File: src/rtl/inst_encoder_pkg.sv
// inst_enc_pkg: shared RV32I field formats, opcodes and immediate limits
package inst_enc_pkg;
  typedef enum logic [1:0] {
    FMT_R      = 2'd0,
    FMT_I_LOAD = 2'd1,
    FMT_I_ALU  = 2'd2,
    FMT_S      = 2'd3
  } fmt_e;
  localparam logic [6:0] OP_R     = 7'b0110011;
  localparam logic [6:0] OP_LOAD  = 7'b0000011;
  localparam logic [6:0] OP_IMM   = 7'b0010011;
  localparam logic [6:0] OP_STORE = 7'b0100011;
  localparam int IMM_MIN = -2048;
  localparam int IMM_MAX = 2047;
endpackage

File: src/rtl/inst_pack.sv
// inst_pack: combinational packing of decoded fields into one RV32I word plus range check
module inst_pack
  import inst_enc_pkg::*;
(
  input  fmt_e        fmt,
  input  logic [4:0]  rd,
  input  logic [4:0]  rs1,
  input  logic [4:0]  rs2,
  input  logic [2:0]  f3,
  input  logic [6:0]  f7,
  input  logic [31:0] imm,
  output logic [31:0] word,
  output logic        imm_ok
);
  logic [6:0] op;
  // select opcode, lay out the fields for the format and check the 12-bit signed range
  always_comb begin
    op     = fmt == FMT_R ? OP_R : fmt == FMT_I_LOAD ? OP_LOAD : fmt == FMT_I_ALU ? OP_IMM : OP_STORE;
    word   = fmt == FMT_R ? {f7, rs2, rs1, f3, rd, op} :
             fmt == FMT_S ? {imm[11:5], rs2, rs1, f3, imm[4:0], op} :
                            {imm[11:0], rs1, f3, rd, op};
    imm_ok = fmt == FMT_R || ($signed(imm) >= IMM_MIN && $signed(imm) <= IMM_MAX);
  end
endmodule

File: src/rtl/inst_encoder.sv
// inst_encoder: streams packed RV32I words with sequential addresses, dropping unencodable immediates
module inst_encoder
  import inst_enc_pkg::*;
#(
  parameter int ADDR_W = 6,
  parameter int DEPTH  = 64,
  parameter int ERR_W  = 8
) (
  input  logic              clk,
  input  logic              rst_n,
  input  logic              start,
  input  logic              in_valid,
  output logic              in_ready,
  input  logic [1:0]        in_fmt,
  input  logic [4:0]        in_rd,
  input  logic [4:0]        in_rs1,
  input  logic [4:0]        in_rs2,
  input  logic [2:0]        in_funct3,
  input  logic [6:0]        in_funct7,
  input  logic [31:0]       in_imm,
  output logic              out_valid,
  input  logic              out_ready,
  output logic [31:0]       out_inst,
  output logic [ADDR_W-1:0] out_addr,
  output logic              full,
  output logic              err_flag,
  output logic [ERR_W-1:0]  err_count
);
  localparam logic [1:0] S_IDLE = 2'd0;
  localparam logic [1:0] S_RUN  = 2'd1;
  localparam logic [1:0] S_FULL = 2'd2;
  logic [1:0]        state_q, state_d;
  logic              out_valid_q, out_valid_d;
  logic [31:0]       out_inst_q, out_inst_d;
  logic [ADDR_W-1:0] out_addr_q, out_addr_d;
  logic [ADDR_W:0]   cnt_q, cnt_d;
  logic              err_flag_q, err_flag_d;
  logic [ERR_W-1:0]  err_count_q, err_count_d;
  logic [31:0]       word;
  logic              imm_ok, accept, emit, drop;

  inst_pack u_pack (
    .fmt    (fmt_e'(in_fmt)),
    .rd     (in_rd),
    .rs1    (in_rs1),
    .rs2    (in_rs2),
    .f3     (in_funct3),
    .f7     (in_funct7),
    .imm    (in_imm),
    .word   (word),
    .imm_ok (imm_ok)
  );

  assign in_ready  = state_q == S_RUN && !start && (!out_valid_q || out_ready);
  assign out_valid = out_valid_q;
  assign out_inst  = out_inst_q;
  assign out_addr  = out_addr_q;
  assign full      = state_q == S_FULL;
  assign err_flag  = err_flag_q;
  assign err_count = err_count_q;

  // next state: start restarts the program but keeps a pending output word untouched
  always_comb begin
    accept      = in_valid && in_ready;
    emit        = accept && imm_ok;
    drop        = accept && !imm_ok;
    state_d     = start ? S_RUN : (emit && cnt_q == (ADDR_W+1)'(DEPTH - 1)) ? S_FULL : state_q;
    out_valid_d = emit || (out_valid_q && !out_ready);
    out_inst_d  = emit ? word : out_inst_q;
    out_addr_d  = emit ? cnt_q[ADDR_W-1:0] : out_addr_q;
    cnt_d       = start ? '0 : emit ? cnt_q + 1'b1 : cnt_q;
    err_flag_d  = !start && (err_flag_q || drop);
    err_count_d = start ? '0 : (drop && !(&err_count_q)) ? err_count_q + 1'b1 : err_count_q;
  end

  // register all state with synchronous active-low reset
  always_ff @(posedge clk) begin
    if (!rst_n) begin
      state_q     <= S_IDLE;
      out_valid_q <= 1'b0;
      out_inst_q  <= '0;
      out_addr_q  <= '0;
      cnt_q       <= '0;
      err_flag_q  <= 1'b0;
      err_count_q <= '0;
    end else begin
      state_q     <= state_d;
      out_valid_q <= out_valid_d;
      out_inst_q  <= out_inst_d;
      out_addr_q  <= out_addr_d;
      cnt_q       <= cnt_d;
      err_flag_q  <= err_flag_d;
      err_count_q <= err_count_d;
    end
  end
endmodule

File: config.mk
export PLATFORM = sky130hd
export DESIGN_NAME = inst_encoder
export DESIGN_NICKNAME = d
export VERILOG_FILES = /design/src/rtl/inst_encoder_pkg.sv /design/src/rtl/inst_pack.sv /design/src/rtl/inst_encoder.sv
export SDC_FILE = /design/constraint.sdc
export NUM_CORES = 1
export LEC_CHECK = 0
export CORE_MARGIN = 3
export CORE_UTILIZATION = 30
export CTS_BUF_LIST = sky130_fd_sc_hd__clkbuf_16
export DETAILED_ROUTE_END_ITERATION = 6
export PLACE_DENSITY = 0.61
export SETUP_SLACK_MARGIN = 0.3
export SKIP_LAST_GASP = 1
export SYNTH_ARGS = -nofsm -noshare
export SYNTH_HDL_FRONTEND = slang
export SYNTH_HIERARCHICAL = 1
export SYNTH_SLANG_ARGS = --single-unit
File: constraint.sdc
create_clock -name clk -period 2.8 [get_ports clk]
set_input_delay 0.28 -clock clk [delete_from_list [all_inputs] [get_ports clk]]
set_output_delay 0.28 -clock clk [all_outputs]
set_load 0.02 [all_outputs]
==> impl_metrics.ini, run 1 <==
[die]
rows = 34
initial_core_util_pct = 31.2
dieWidth_um = 102
fp.dieH_um = 102
dieArea_um2 = 10300
core_um2 = 8810
ios = 114

[synth]
synth-seq-cells = 57
netlist_area_um2 = 2750
synthDistinctLibCells = 40
async_reset_ff_share_pct = 0
ys.flop_type = dfxtp_1
yosys_warnings = 6
synth_edf_count = 0
seq_area_frac_synth_pct = 41.5
netlist_instances = 328
syn_area_per_cell_um2 = 8.38

[worst_setup_path]
critPathRequiredTime_ns = 3.03
crit_start = in_fmt[1]
timing.rr.start = err_count[0]
arrival_ns = 2.52
reg2regPathDepth = 5
r2r_setup_slack_ns = 0.99
critical_path_class = input port to register
r2r_end = err_count[3]
worstSetupStartpointType = input port
endpoint = err_count[3]
crit_fanout = 5
crit_path_end_kind = register

[timing]
rsz0062_at_grt = false
max-slew-margin-rel_pct = 57.8
max_freq_mhz = 436
worstMarginPinSlew_ns = 0.633
fin_setup_tns_ns = 0
fin_crit_ns = 2.29
fin_skew_ns = 0.00617
finalCritPeriodShare_pct = 81.9
final-setup-viol-count = 0
finalMaxSlewViolations = 0
finalHoldViolCount = 0
layout_setup_ws_ns = 0.508

[global_routing]
grt_pass1_vias = 2581
grt_max_degree = 42
grt_pass1_wl_um = 12300
antenna_found_initial = 0
grt_usage_pct = 14.9
global_route.overflow_total = 0

[outcome]
outcome = complete, no violations

[placed_design]
gp_congestion = 0.806
place_ws_ns = 0.184
hpwl_um = 5460
dp.cells = 529
port_buffers = 113

[route]
vias_per_cell = 4.81
drtPass1Iterations = 4
num_vias = 2614
wl_met3_um = 754
drtIter0Drc = 75
detail-route-antenna-nets = 0
wl_met2_um = 3250
wl_per_cell_um = 13.7
wl_met1_um = 3380
drc = 0
topRoutingLayerUsed = met4
wl_um = 7460

[clock_network]
clkTransAtPathRegs_ns = 0.05
numClockSinks = 57
clockBufferDepth = 2
cts_buffers = 9
cts_tree = done
htreeDepth = 3
ctsHoldBuffers = 0
postCtsSetupBuffers = 0
cts_resized = 0
clockRootBuffer = clkbuf_16
clock_insertion_delay_worst_skew_ns = 0.31

[cells_and_area]
syn_to_final_growth_pct = 52.5
antenna_cells = 0
stdcell_count = 544
nets = 501
drive_above_1_share_pct = 8.49
fillers = 849

[power]
power_density_nw_per_um2 = 464
ir_worst_vdd_mv = 0.260
leakage_nw = 1.42

[min_path]
worstHoldPathType = register to register
min-delay-start = out_inst[14]

[run]
cap_violations = 0
[worst max-delay path, cell delays in order]
cell and delay (ns):
clkdlybuf4s50_1 0.51, inv_1 0.06, ha_1 0.23, a41oi_1 0.17, o21ai_0 0.14, or3_1 0.46, or4_1 0.53, a21oi_1 0.15
[registers in the layout (all words and copies together) (netlist names)]
signal,flops
state_q,2
out_valid,1
cnt_q,7
out_addr,6
err_flag,1
err_count,8
out_inst,32
[cells in the mapped netlist (2+ instances only)]
library cell | count | area [um^2]
nand2_1 | 83 | 312
a21oi_1 | 11 | 55.1
inv_1 | 7 | 26.3
conb_1 | 2 | 7.51
buf_4 | 14 | 105
o31ai_1 | 3 | 22.5
or4_1 | 3 | 22.5
nand2b_1 | 4 | 25.0
nor4_1 | 6 | 37.5
nor3_1 | 3 | 15.0
mux2_1 | 5 | 56.3
o21ai_0 | 5 | 25.0
a21boi_0 | 39 | 293
a41oi_1 | 2 | 17.5
buf_2 | 2 | 10.0
a311oi_1 | 2 | 17.5
and3_1 | 4 | 25.0
or3_1 | 4 | 25.0
nand3_1 | 7 | 35.0
nor2_1 | 9 | 33.8
mux2_2 | 12 | 135
dfxtp_1 | 57 | 1140
nand4_1 | 8 | 50.1
ha_1 | 5 | 62.6
clkbuf_1 | 16 | 60.1
[kinds of logic after synthesis]
family                     synth area share (%)
and+or+nand+nor                            23.7
AOI/OAI and AO/OA                          16.9
DFF                                        41.5
buffers and inverters                      7.33
muxes                                      7.33
adders and majority gates                  2.28
other                                     0.273
xor gates and xnor gates                  0.638
[worst min path at each step]
stage / cells past startpoint / endpoint
2_1_floorplan: 1 / state_q[0]
3_3_place_gp: 2 / out_inst[9]
3_5_place_dp: 2 / out_inst[24]
4_1_cts: 2 / out_inst[25]
5_1_grt: 2 / out_inst[28]
6_report: 2 / out_inst[14]
[layout by cell type (no fill, tap or decap), types with 4 or more instances in the layout]
| cell type | instances |
|---|---|
| nand2_1 | 83 |
| a21boi_0 | 39 |
| nand2b_1 | 4 |
| mux2_1 | 5 |
| and3_1 | 4 |
| o21ai_0 | 5 |
| clkdlybuf4s50_1 | 113 |
| conb_1 | 5 |
| nor2_1 | 9 |
| clkbuf_16 | 9 |
| ha_1 | 5 |
| nand4_1 | 8 |
| mux2_2 | 12 |
| nor4_1 | 6 |
| dfxtp_1 | 57 |
| nand3_1 | 6 |
| a21oi_1 | 11 |
| inv_1 | 9 |
| or3_1 | 4 |
| buf_4 | 8 |
[power breakdown]
part	switching [mW]	leakage, nW	total [mW]	internal [mW]
clock network	0.341	0.131	0.918	0.578
registers	0.00407	0.460	0.823	0.819
logic	0.0725	0.834	0.201	0.129
total	0.417	1.42	1.94	1.53
[layer usage]
metal  track usage [%]  vias to the layer above
li1                  -                     1319
met1              18.5                     1198
met2              23.0                       89
met3              6.96                        8
met4              4.81                        0
met5                 0                        -
[layout make-up]
type	instances	area [um^2]	area share (%)
clock buffers	9	225	5.38
clock inverters	6	28.8	0.687
inverters	7	26.3	0.627
multi-input cells	235	1420	33.9
flip-flops and latches	57	1140	27.2
well taps	108	135	3.23
repair buffers	122	1210	28.9
[stage by stage]
stage | power (mW) | utilization (%) | hold WS (ns) | instance area (um^2)
after global placement | 1.04 | 44.7 | 0.450 | 3940
after global routing | 2.03 | 47.6 | 0.484 | 4190
after CTS | 1.98 | 47.6 | 0.462 | 4190
after detailed placement | 1.04 | 44.7 | 0.455 | 3940
after floorplan | 0.928 | - | 0.404 | 2760
final | 1.94 | 47.6 | 0.457 | 4190
Note: power is estimated with default switching activity, not from simulation.
==> run 2, diff against run 1 <==
==> constraint.sdc (replaced) <==
create_clock -name clk -period 2.3 [get_ports clk]
set_input_delay 0.23 -clock clk [delete_from_list [all_inputs] [get_ports clk]]
set_output_delay 0.23 -clock clk [all_outputs]
set_load 0.02 [all_outputs]
==> run 2 against run 1 <==
Net effect: non-clock buffer count is 8 higher; combinational power is 28% higher; clock-buffer cell count unchanged; sequential share of layout area decreased by 1.9 points; core utilization is 3.6 points higher; hold slack lost 0.045 ns; first-iteration DRC count increased by 5.3%; critical path type unchanged; highest routed layer unchanged.
==> impl_metrics.ini, run 2 (synthesis gave the netlist of run 1 again) <==
[clock_network]
cts_tree = done
numClockSinks = 57
htreeDepth = 3
clockBufferDepth = 2
clock_insertion_delay_worst_skew_ns = 0.32
cts_buffers = 9
clkTransAtPathRegs_ns = 0.05
clockRootBuffer = clkbuf_16

[power]
swShare_pct = 20.9
power_density_nw_per_um2 = 587
totalPowerFinal_mw = 2.65
power.share.sequential_pct = 37.8
ir_worst_vdd_mv = 0.365
p_clk_share_pct = 52.4
leakage_nw = 1.64
comb_power_share_pct = 9.7
p_int_mw = 2.09
switching_power_mw = 0.554

[route]
num_vias = 2662
drtIter0Drc = 79
wl_per_cell_um = 14.3
wl_um = 7880
drtPass1Iterations = 4
drc = 0
detail-route-antenna-nets = 0
vias_per_cell = 4.81

[cells_and_area]
nets = 509
antenna_cells = 0
layout_commonest_cell = clkdlybuf4s50_1
drive_above_1_share_pct = 15.7
largest_reg_flops = 32
final_cell_area_um2 = 4510
syn_to_final_growth_pct = 64.0
layout_common_cells = clkdlybuf4s50_1, nand2_1, dfxtp_1

[worst_setup_path]
r2r_setup_slack_ns = 0.48
critical_path_class = input port to register
crit_path_end_kind = register
r2r_end = err_count[3]
timing.rr.start = err_count[0]
endpoint = err_count[3]
worstSetupStartpointType = input port
crit_start = in_imm[23]
crit_fanout = 6
arrival_ns = 2.18
critPathRequiredTime_ns = 2.56
reg2regPathDepth = 5

[global_routing]
grt_pass1_vias = 2613
antenna_found_initial = 0
global_route.overflow_total = 0
grt_max_degree = 41
grt_usage_pct = 14.9
grt_pass1_wl_um = 12100

[die]
ios = 114
rows = 34
dieArea_um2 = 10300
dieWidth_um = 102
core_um2 = 8810
initial_core_util_pct = 31.2
fp.dieH_um = 102

[min_path]
worstHoldPathType = input port to register

[timing]
rsz0062_at_grt = true
fin_skew_ns = 0.00787
finalHoldViolCount = 0
fin_crit_ns = 1.91
max_freq_mhz = 523
finalCritPeriodShare_pct = 83.2
finalMaxSlewViolations = 0
final-setup-viol-count = 0
timing.hold.ws_ns = 0.411

[placed_design]
port_buffers = 113
gp_congestion = 0.800
dpl-instance-area_um2 = 3980
hpwl_um = 5410

[run]
cap_violations = 0

[outcome]
outcome = complete, no violations
run 2: cell type report:
class                      instances  area (um^2)
fill                             818         4300
multi-input combinational        235         1580
timing repair buffer             130         1320
sequential                        57         1140
clock buffer                       9          225
tap                              108          135
clock inverter                     7         86.3
inverter                           7         26.3
run 2: how the worst min path moves through the flow:
stage,depth (start not counted),end,from,slack (ns)
3_3_place_gp,2,out_inst[22],out_inst[22],0.45
6_report,6,out_inst[5],in_fmt[1],0.41
2_1_floorplan,1,state_q[0],start,0.35
4_1_cts,3,out_inst[14],in_funct3[2],0.45
3_5_place_dp,2,out_inst[29],out_inst[29],0.46
5_1_grt,6,out_inst[5],in_fmt[1],0.45
run 2: power by group through the flow:
stage          sequential [mW]  clock, mW  combinational (mW)
6_report                  1.00       1.39               0.258
5_1_grt                   1.00       1.47               0.280
4_1_cts                   1.00       1.42               0.251
3_5_place_dp              1.02          0               0.249
3_3_place_gp              1.02          0               0.249
2_1_floorplan             1.03          0               0.103
run 2: metal layers:
metal,GRT usage [%],vias to the layer above,part of all wire [%]
li1,-,1338,-
met1,17.0,1200,41
met2,23.8,112,45
met3,7.64,12,12
met4,5.93,0,1.7
met5,0,-,0
run 2: per-stage QoR:
stage / std cells / setup TNS [ns] / worst slack, ns / utilization (%)
after floorplan: 331 / 0 / 0.318 / -
after global placement: 534 / -3.77 / -0.168 / 45.1
after detailed placement: 534 / -4.49 / -0.208 / 45.1
after CTS: 551 / 0 / 0.271 / 49.1
after global routing: 553 / 0 / 0.295 / 51.2
final: 553 / 0 / 0.387 / 51.2
run 2: critical path, stage by stage:
cell and delay, ns:
clkdlybuf4s50_1 0.41, and4_1 0.23, a41oi_4 0.16, o21ai_4 0.13, or3_4 0.45, or4_4 0.43, a21oi_2 0.13
run 2: what timing repair did:
action	4_1_cts	5_1_grt
buffers inserted	1	1
cloned	0	1
pin swaps	11	15
hold buffers	0	0
setup endpoints to repair	54	52
gates resized for setup	13	37
